`src/rtl/instr_fetch_unit_if.sv`:
```
// Fetch-control bus between the pipeline controller and the fetch unit.
// The slave side is the fetch unit; the master side drives stall and redirects.
interface instr_fetch_unit_if;
  logic        stall;
  logic        branch_taken;
  logic [31:0] branch_target;
  logic        jump;
  logic [31:0] jump_target;
  logic [31:0] address;
  logic [31:0] pc_out;
  logic        fetch_valid;
  logic        done;
  logic [31:0] fetch_count;

  modport master (
    output stall, branch_taken, branch_target, jump, jump_target,
    input  address, pc_out, fetch_valid, done, fetch_count
  );

  modport slave (
    input  stall, branch_taken, branch_target, jump, jump_target,
    output address, pc_out, fetch_valid, done, fetch_count
  );
endinterface

```
`src/rtl/instr_fetch_unit.sv`:
```
// PC register and fetch control feeding a one-cycle registered instruction memory.
// Tracks the PC of the memory output, squashes redirected fetches, halts past MEM_SIZE.
module instr_fetch_unit #(
  parameter logic [31:0] RESET_PC = 32'd0,
  parameter logic [31:0] MEM_SIZE = 32'd15
) (
  input  logic                  clk,
  input  logic                  reset,
  instr_fetch_unit_if.slave     bus
);

  typedef enum logic [1:0] {
    RUN   = 2'd0,
    STALL = 2'd1,
    DONE  = 2'd2
  } state_t;

  state_t      state_q, state_d;
  logic [31:0] pc_q, pc_d;
  logic [31:0] pc_out_q, pc_out_d;
  logic        valid_q, valid_d;
  logic [31:0] count_q, count_d;
  logic [31:0] pc_inc;
  logic [31:0] redir_target;
  logic        redirect;

  always_ff @(posedge clk) begin
    if (reset) begin
      state_q  <= RUN;
      pc_q     <= RESET_PC;
      pc_out_q <= 32'd0;
      valid_q  <= 1'b0;
      count_q  <= 32'd0;
    end else begin
      state_q  <= state_d;
      pc_q     <= pc_d;
      pc_out_q <= pc_out_d;
      valid_q  <= valid_d;
      count_q  <= count_d;
    end
  end

  assign pc_inc       = pc_q + 32'd1;
  assign redirect     = bus.jump | bus.branch_taken;
  // jump outranks branch when both fire in the same cycle
  assign redir_target = bus.jump ? bus.jump_target : bus.branch_target;

  always_comb begin
    state_d  = state_q;
    pc_d     = pc_q;
    pc_out_d = pc_out_q;
    valid_d  = 1'b0;
    count_d  = count_q;
    if (redirect) begin
      // The fetch in flight at this edge belongs to the old path and is squashed.
      pc_d    = redir_target;
      state_d = (redir_target > MEM_SIZE) ? DONE : RUN;
    end else if (state_q == DONE) begin
      state_d = DONE;
    end else if (bus.stall) begin
      state_d = STALL;
    end else begin
      pc_out_d = pc_q;
      valid_d  = 1'b1;
      pc_d     = pc_inc;
      count_d  = count_q + 32'd1;
      state_d  = (pc_inc > MEM_SIZE) ? DONE : RUN;
    end
  end

  assign bus.address     = pc_q;
  assign bus.pc_out      = pc_out_q;
  assign bus.fetch_valid = valid_q;
  assign bus.done        = (state_q == DONE);
  assign bus.fetch_count = count_q;

endmodule

```
`src/flat_wrapper.sv`:
```
// flat-port wrapper written by rule: the top's interface ports become plain ports
module instr_fetch_unit_flat 
#(
  parameter logic [31:0] RESET_PC = 32'd0,
  parameter logic [31:0] MEM_SIZE = 32'd15
)
  (clk, reset, bus_stall, bus_branch_taken, bus_branch_target, bus_jump, bus_jump_target, bus_address, bus_pc_out, bus_fetch_valid, bus_done, bus_fetch_count);
  instr_fetch_unit_if bus_i ();
  input  logic clk;
  input  logic reset;
  input wire logic [$bits(bus_i.stall)-1:0] bus_stall;
  input wire logic [$bits(bus_i.branch_taken)-1:0] bus_branch_taken;
  input wire logic [$bits(bus_i.branch_target)-1:0] bus_branch_target;
  input wire logic [$bits(bus_i.jump)-1:0] bus_jump;
  input wire logic [$bits(bus_i.jump_target)-1:0] bus_jump_target;
  output wire logic [$bits(bus_i.address)-1:0] bus_address;
  output wire logic [$bits(bus_i.pc_out)-1:0] bus_pc_out;
  output wire logic [$bits(bus_i.fetch_valid)-1:0] bus_fetch_valid;
  output wire logic [$bits(bus_i.done)-1:0] bus_done;
  output wire logic [$bits(bus_i.fetch_count)-1:0] bus_fetch_count;
  assign bus_i.stall = bus_stall;
  assign bus_i.branch_taken = bus_branch_taken;
  assign bus_i.branch_target = bus_branch_target;
  assign bus_i.jump = bus_jump;
  assign bus_i.jump_target = bus_jump_target;
  assign bus_address = bus_i.address;
  assign bus_pc_out = bus_i.pc_out;
  assign bus_fetch_valid = bus_i.fetch_valid;
  assign bus_done = bus_i.done;
  assign bus_fetch_count = bus_i.fetch_count;
  instr_fetch_unit #(.RESET_PC(RESET_PC), .MEM_SIZE(MEM_SIZE)) u_core (.clk(clk), .reset(reset), .bus(bus_i));
endmodule
```
`config.mk`:
```
export PLATFORM = sky130hd
export DESIGN_NAME = instr_fetch_unit_flat
export DESIGN_NICKNAME = d
export VERILOG_FILES = /design/src/rtl/instr_fetch_unit_if.sv /design/src/rtl/instr_fetch_unit.sv /design/src/flat_wrapper.sv
export SDC_FILE = /design/constraint.sdc
export NUM_CORES = 1
export LEC_CHECK = 0
export CORE_MARGIN = 2
export CORE_UTILIZATION = 45
export DETAILED_ROUTE_END_ITERATION = 10
export GPL_ROUTABILITY_DRIVEN = 0
export PLACE_DENSITY = 0.78
export SKIP_LAST_GASP = 1
export SLEW_MARGIN = 10
export SYNTH_ARGS = -nofsm -noshare
export SYNTH_HDL_FRONTEND = slang
export SYNTH_SLANG_ARGS = --single-unit
```
`constraint.sdc`:
```
create_clock -name clk -period 4 [get_ports clk]
set_clock_uncertainty 0.1 [all_clocks]
set_input_delay 0.6 -clock clk [delete_from_list [all_inputs] [get_ports clk]]
set_output_delay 0.6 -clock clk [all_outputs]
set_load 0.01 [all_outputs]
```
After elaboration in Yosys (flattened, before gate mapping)
Index checks and enable logic that the tools add are counted.
{"block": "op_classes", "eq_ne": 3, "muxes": 10, "bitwise_logic": 4, "order_cmp": 2, "addsub": 2, "n_reduce_logical": 3}
{"operator": "$mux W32", "n": 4}
{"operator": "$add A32 B1 Y32 const B", "n": 2}
{"operator": "$gt A32 B4 Y1 const B", "n": 2}
{"operator": "$mux W2", "n": 5}
{"operator": "$ne A2 B1 Y1 const B", "n": 2}
{"operator": "$not A1 Y1", "n": 3}
{"operator": "$reduce_and A3 Y1", "n": 1}
{"operator": "$reduce_or A3 Y1", "n": 1}
{"operator": "$eq A2 B2 Y1 const B", "n": 1}
{"operator": "$reduce_and A2 Y1", "n": 1}
{"operator": "$mux W1", "n": 1}
{"operator": "$or A1 B1 Y1", "n": 1}
{"block": "word_totals", "output_inout_bits": 98, "regBits": 99}

Logic depth before layout (Yosys ltp)
Gate-level depths: netlist of run 1.
{"block": "logic_depth", "depth_word": 6, "mapped_depth": 10}

Worst setup path before layout of run 1
No wires, ideal clock.
{"block": "synth_path", "kind": "flip-flop to flip-flop", "startpoint": "register u_core.pc_q[1], in the netlist u_core.bus.address[1]", "endpoint": "register u_core.pc_q[30], in the netlist u_core.bus.address[30]", "n_path_buf": 1, "stages_incl_launch_ff": 10, "setup_time_ns": 0.132, "arrival_time_ns": 2.038, "path_slack_ns": 1.730, "required_time_ns": 3.768, "cell_sequence": "dfxtp_1 > ha_1 > and3_1 > buf_2 > nand4_2 > nor4_2 > nand4_1 > xnor2_1 > o21ai_0 > a21oi_1"}
{"block": "synth_via", "elab_chain_cells": 4}
{"item": "start: declaration", "line_no": "instr_fetch_unit.sv:19", "source": "logic [31:0] pc_q, pc_d;"}
{"item": "start signal: assignment", "line_no": "instr_fetch_unit.sv:36", "source": "pc_q <= pc_d;"}
{"item": "$add A32 B1 Y32", "line_no": "instr_fetch_unit.sv:43", "source": "assign pc_inc = pc_q + 32'd1;"}
{"item": "$mux W32", "line_no": "instr_fetch_unit.sv:60", "source": "end else if (bus.stall) begin"}
{"item": "$mux W32", "line_no": "instr_fetch_unit.sv:58", "source": "end else if (state_q == DONE) begin"}
{"item": "$mux W32", "line_no": "instr_fetch_unit.sv:54", "source": "if (redirect) begin"}
Every way passes these cells. The select of a mux whose other input is x is not followed.
A chain may end at the register's enable or synchronous reset.

Final worst setup path of run 1
{"block": "layout_path", "startpoint": "input port bus_jump", "endpoint": "register u_core.count_q[4], in the netlist u_core.bus.fetch_count[4]"}
{"block": "layout_via", "elab_chain_cells": 3}
{"item": "start: declaration", "line_no": "flat_wrapper.sv:14", "source": "input wire logic [$bits(bus_i.jump)-1:0] bus_jump;"}
{"item": "$or A1 B1 Y1", "line_no": "instr_fetch_unit.sv:44", "source": "assign redirect = bus.jump | bus.branch_taken;"}
{"item": "$not A1 Y1 (no line)"}
{"item": "$reduce_and A3 Y1 (no line)"}
{"item": "end signal: assignment", "line_no": "instr_fetch_unit.sv:39", "source": "count_q <= count_d;"}
{"item": "end: declaration", "line_no": "instr_fetch_unit.sv:22", "source": "logic [31:0] count_q, count_d;"}
Every way passes these cells.

==> metrics.txt, run 1 <==
Post-DRT Antenna Nets 0; Multi-input gate area 0.003136 mm2; commonest non-fill, non-tap cell in the layout clkdlybuf4s50_1; total power 0.002352 W; fill cell count 983; PortBufs 166; Clock Path Buffers 2; Non-Filler Instances between 900 and 1,000; ANT cells 0; switching power 0.0006292 W; clk sinks just under 100; Leak Pwr 2.619 nW; max_slew headroom 31.72%; Post-synth EDFFs 0; CP Capture Type flip-flop; syn_nets 777; Critical Path Fanout Max 26; TNS Setup 0 ns; Clk Latency, worst-skew pair 0.36 ns; dpl cells 973; initial core utilization 46.59%; sequential fraction of the synthesis area a little under two fifths; NumNets Final just over 900; setup ws final 1.182 ns; Worst Hold Class flip-flop to flip-flop; first-pass GRT wire length 26,330 um; Reg power frac 45.9%; status completed; post-route cell area around 0.0074 mm2; die width 113.4 um; root buf cell clkbuf_16; count of final hold-check violations 0; period utilization 70.44%; Async SR Flop Fraction 0%; P_int 0.001723 W; final setup fails 0; Rows 39; DP Wirelength around 12,000 um; DR vias 5,652; worst slew pin tran 1.024 ns; Post-Synth Simple-Gate Area 29.82%; CTS Hold Bufs 0; mux cell area share after synthesis between 3 and 4%; switching share of power between 20% and 30%; routed len/inst 16.97 um; vias per cell 5.715; critical path class input pin to flip-flop; Iter 0 DRT Violations 568; synth top area cells dfxtp_1 (37%), nand2_1 (9.3%), xor2_1 (6.8%), nor2_1 (5.5%), a21oi_1 (5.0%); FF-to-FF Start u_core.bus.address[0]; Critical Path AT 2.92 ns; commonest non-fill, non-tap cells in the layout clkdlybuf4s50_1 (165), nand2_1 (133), dfxtp_1 (99); Max Slew Vio Count 0; Die ar. about 0.013 mm2; main combinational cell family by area after synthesis simple AND/OR/NAND/NOR gates; compound-cell area share of the yosys netlist 12.35%; drt drc 0; post-CTS setup buffers 0; largest net degree at the start of global routing 100; Num CTS Buffers 9; Max-cap violations 0; Post-Route WL 16,790 um; required time of the critical path 4.11 ns; worst vdd ir about 0.32 mV; vias in the first global route 5,419; I/O Pins between 150 and 200; area of the core about 0.012 mm2; XOR/XNOR Fraction of Synth Area between 10 and 15%; min Tclk post-route about 2.8 ns; RSZ-0062 raised after global routing no; DR pass1 iterations 6; Synth Area per Inst about 7.6 um2; Seq cells post-synth 99; pre-CTS setup slack ~0.84 ns; fmax 354.9 MHz; Congestion Overflow GR 0; Cells after Synth 705; gr usage total 25.61%; Yosys top cell by area dfxtp_1; P per Cell Area 318.4 mW/mm2; Reg clk slew, reported paths 0.07 ns; Synth cell types 50; HP Start u_core.bus.pc_out[2]; H-tree depth 3; # resized after CTS 0; dominant synthesized flop cell dfxtp_1; Sequential Area approximately 0.0020 mm2; DP Area 0.007068 mm2; DIE HEIGHT roughly 110 um; combinational power share ~15%; Clk pwr share 39.5%; Post-Syn Area 0.005388 mm2; Yosys top cell area share 36.79%; CTS tree built; Synth Area in Adders 0.6967%; initial antenna violation count 0; synth-to-layout area growth 37.11%; synth warn 0; CP startpoint bus_jump; type of origin of the critical path input pin; share of cells above drive strength 1 5.201%
## flip-flops by register name, indices dropped and copies added (netlist names)
| name | cells |
|---|---|
| u_core.bus.address | 32 |
| u_core.bus.fetch_count | 32 |
| u_core.bus.pc_out | 32 |
| u_core.state_q | 2 |
| u_core.bus.fetch_valid | 1 |
## cells in the mapped netlist, types with 2 or more instances
master and n:
a211oi_1 9, a21oi_1 54, a311oi_1 3, a31o_1 2, a31oi_1 8, a41oi_1 2, and2_1 7, and3_1 9
and4_1 8, buf_2 8, buf_4 7, clkbuf_1 33, dfxtp_1 99, ha_1 3, inv_1 13, mux2i_1 21
nand2_1 133, nand3_1 15, nand3_2 2, nand4_1 22, nand4_2 3, nor2_1 79, nor2_2 3, nor3_1 17
nor4_1 19, nor4_2 2, o211ai_1 2, o21ai_0 26, o22ai_1 2, or2_2 4, or4_1 3, xnor2_1 28
xor2_1 42
## worst paths after layout
| check | end | slack (ns) | cells past startpoint |
|---|---|---|---|
| setup reg to reg | u_core.bus.address[30] | 1.26 | 8 |
| hold / removal | u_core.bus.pc_out[2] | 0.35 | 2 |
| setup / recovery | u_core.bus.fetch_count[4] | 1.18 | 7 |
| hold reg to reg | u_core.bus.pc_out[2] | 0.35 | 2 |
## critical path, stage by stage
cell             delay, ns
clkdlybuf4s50_1       0.55
buf_4                 0.30
or2_2                 0.42
nor2_2                0.61
nand4_1               0.20
xor2_1                0.18
nor2_1                0.05
## layer usage
| layer | global-route usage, % | share of wire [%] |
|---|---|---|
| met1 | 31.95 | 42 |
| met2 | 41.92 | 47 |
| met3 | 7.651 | 8.9 |
| met4 | 9.675 | 2.2 |
| met5 | 0 | 0 |
## through the flow
stage	util [%]	hold WS (ns)
2_1_floorplan	-	0.3805
3_3_place_gp	61.12	0.3413
3_5_place_dp	61.12	0.3470
4_1_cts	63.88	0.3567
5_1_grt	63.88	0.3770
6_report	63.88	0.3538
## area by class of cell
cell class,instances,area share (%)
timing repair buffer,174,23.27
clock inverter,5,0.8977
sequential,99,26.83
clock buffer,11,3.421
inverter,14,0.7114
tap,143,2.422
multi-input combinational,543,42.45
## cells by family (layout without fill, tap and decap cells)
group / count (synthesis) / after routing
adder cells (fa/ha/maj): 3 / 3
multiplexers: 21 / 21
flip-flops: 99 / 99
AO/OA/AOI/OAI: 115 / 115
XOR/XNOR: 70 / 70
AND/OR/NAND/NOR: 334 / 334
buffers and inverters: 63 / 204
## power by group through the flow
stage	clock network, W	logic (W)	registers, W
after floorplan	0	0.000179	0.00108
after global placement	0	0.000330	0.00110
after detailed placement	0	0.000337	0.00110
after CTS	0.000945	0.000340	0.00108
after global routing	0.000978	0.000369	0.00109
final	0.000929	0.000343	0.00108
No activity file was read; power rests on OpenSTA's default activity.
==> run 2: changes to the inputs <==
--- a/config.mk
+++ b/config.mk
@@ -6,7 +6,7 @@
 export NUM_CORES = 1
 export LEC_CHECK = 0
 export CORE_MARGIN = 2
-export CORE_UTILIZATION = 45
+export CORE_UTILIZATION = 43
 export DETAILED_ROUTE_END_ITERATION = 10
 export GPL_ROUTABILITY_DRIVEN = 0
 export PLACE_DENSITY = 0.78
==> constraint.sdc (replaced) <==
create_clock -name clk -period 2.3 [get_ports clk]
set_clock_uncertainty 0.1 [all_clocks]
set_input_delay 0.345 -clock clk [delete_from_list [all_inputs] [get_ports clk]]
set_output_delay 0.345 -clock clk [all_outputs]
set_load 0.01 [all_outputs]
==> run 2 against run 1 <==
- register-to-register slack worse by 1.2 ns
- global-route usage up 0.28 points
- wire length up 3.4%
- clock-buffer cell count unchanged
- clock power up 72%
- sequential share of layout area down 2.3 points
- power up 77%
- die area up 4.5%
- worst setup slack worse by 1.1 ns
- cell area up 9.3%
- utilization up 2.8 points
==> metrics.txt, run 2 (synthesized netlist as in run 1, its figures left out) <==
min Tclk post-route 2.256 ns; status completed; drt drc 0 (unchanged); share of cells above drive strength 1 13.80% (+8.6 points); ANT cells 0 (unchanged); Critical Path Max Stage Delay 0.37 ns (-0.24 ns); setup ws final 0.04427 ns (-1.138 ns); P per Cell Area 515.1 mW/mm2 (+62%); dpl cells 1,072 (+10%); count of final hold-check violations 0 (unchanged); H-tree depth 3 (unchanged); vias per cell 5.386 (-5.8%); period utilization between 90% and 100%; Num CTS Buffers 9 (unchanged); CTS tree built; initial core utilization 44.48% (-2.1 points); clk sinks 99 (unchanged); CP Capture Type flip-flop; Clock Path Buffers 2 (unchanged); vias in the first global route 5,382 (-0.68%); Post-DRT Antenna Nets 0 (unchanged); Multi-input gate area 0.003196 mm2 (+1.9%); Sequential Area 0.001982 mm2 (unchanged); DP Wirelength 13,080 um (+5.7%); worst slew pin tran 0.5128 ns (-0.5114 ns); worst-path cell chain buf_4 > and4_2 > nand2_2 > nor4_1 > buf_4 > xnor2_1 > o21ai_0 > mux2i_1 > nor2_1; worst vdd ir 0.3793 mV (+17%); DP Area 0.007705 mm2 (+9.0%); DR pass1 iterations 5 (-1); area of the core 0.01211 mm2 (+4.7%); critical path class flip-flop to flip-flop; required time of the critical path 2.44 ns (-1.67 ns); DR vias 5,860 (+3.7%); CTS Hold Bufs 0 (unchanged); pre-CTS setup slack -0.2867 ns (-1.126 ns); first-pass GRT wire length 27,300 um (+3.7%); PortBufs 166 (unchanged); Leak Pwr 3.022 nW (+15%); type of origin of the critical path flip-flop; Die ar. 0.01344 mm2 (+4.5%); NumNets Final 987 (+8.1%); Max-cap violations 0 (unchanged); Worst Hold Class input pin to flip-flop; die width 115.9 um (+2.2%); Clk Latency, worst-skew pair 0.36 ns (about the same); initial antenna violation count 0 (unchanged); worst path bufs/invs 2 (unchanged); Min Hold Slack 0.3352 ns (-0.01857 ns); commonest non-fill, non-tap cell in the layout clkdlybuf4s50_1; routed len/inst 15.95 um (-6.0%); I/O Pins 167 (unchanged); fill cell count 1,038 (+5.6%); final setup fails 0 (unchanged); commonest non-fill, non-tap cells in the layout clkdlybuf4s50_1 (165), nand2_1 (132), dfxtp_1 (99); Slowest cell on crit path nor4_1; synth-to-layout area growth 49.88%; DIE HEIGHT 115.9 um (+2.2%); Rows 40 (+2.6%); gr usage total 25.88% (+0.28 points); Worst path most repeated cell buf_4; Post-Route WL 17,350 um (+3.4%); fmax 443.3 MHz; Non-Filler Instances 1,088 (+10%); Reg clk slew, reported paths 0.07 ns (about the same); post-CTS setup buffers 0 (unchanged); CP top delay family simple AND/OR/NAND/NOR gates; largest net degree at the start of global routing 47 (-53%); root buf cell clkbuf_16; TNS Setup 0 ns (unchanged); Max Slew Vio Count 0 (unchanged); Iter 0 DRT Violations 569 (+0.18%); max_slew headroom 65.81% (+34 points); post-route cell area 0.008075 mm2 (+9.3%); Critical Path AT 2.40 ns (-0.52 ns); Critical Path Fanout Max 9 (-65%); Congestion Overflow GR 0 (unchanged)
-- run 2: cell types whose count changed in the layout (fill, tap and decap cells not counted), sizes merged --
cell      before  now
clkinvlp       1    0
buf            9   83
clkinv         1    2
-- run 2: through the flow --
| step | power, W | utilization, % |
|---|---|---|
| 6_report | 0.004159 | 66.67 |
| 3_5_place_dp | 0.002587 | 63.62 |
| 4_1_cts | 0.004172 | 66.23 |
| 2_1_floorplan | 0.002185 | - |
| 5_1_grt | 0.004305 | 66.67 |
| 3_3_place_gp | 0.002580 | 63.62 |
-- run 2: where the power goes --
group / switching [W] / total (W) / leakage, nW / internal (W)
registers: 0.0000450 / 0.00181 / 0.806 / 0.00176
clock network: 0.000703 / 0.00160 / 0.153 / 0.000892
logic: 0.000369 / 0.000755 / 2.06 / 0.000386
total: 0.00112 / 0.00416 / 3.02 / 0.00304
-- run 2: path summary, 6_finish.rpt --
kind                                            start                         end  slack [ns]  depth (start not counted)
worst max register to register  u_core.bus.address[1]      u_core.bus.address[19]        0.04                          9
worst min-delay path                            reset  u_core.bus.fetch_count[31]        0.34                          2
worst min register to register   u_core.bus.pc_out[7]        u_core.bus.pc_out[7]        0.35                          2
worst max-delay path            u_core.bus.address[1]      u_core.bus.address[19]        0.04                          9
-- run 2: what timing repair did --
| item | CTS | global route |
|---|---|---|
| gates resized for setup | 1 | 12 |
| pin swaps | 0 | 3 |
| hold endpoints to repair | 0 | 0 |
| endpoints found under the setup margin | 1 | 5 |
-- run 2: worst reg2reg max path, stage by stage, from the launching register on --
cell	delay, ns
dfxtp_1	0.34
buf_4	0.17
and4_2	0.28
nand2_2	0.13
nor4_1	0.37
buf_4	0.18
xnor2_1	0.15
o21ai_0	0.13
mux2i_1	0.22
nor2_1	0.06
-- run 2: layout make-up --
class                   count  share of cell area (%)
clock inverters             5                  0.8367
inverters                  14                  0.6508
clock buffers              11                   3.006
multi-input cells         543                   39.57
well taps                 168                   2.603
flip-flops and latches     99                   24.54
repair buffers            248                   28.79
-- run 2: layer usage --
layer  wire length (um)  track usage (%)
met1               7625            34.98
met2               7889            40.43
met3               1329            5.701
met4                508            10.08
met5                  0                0
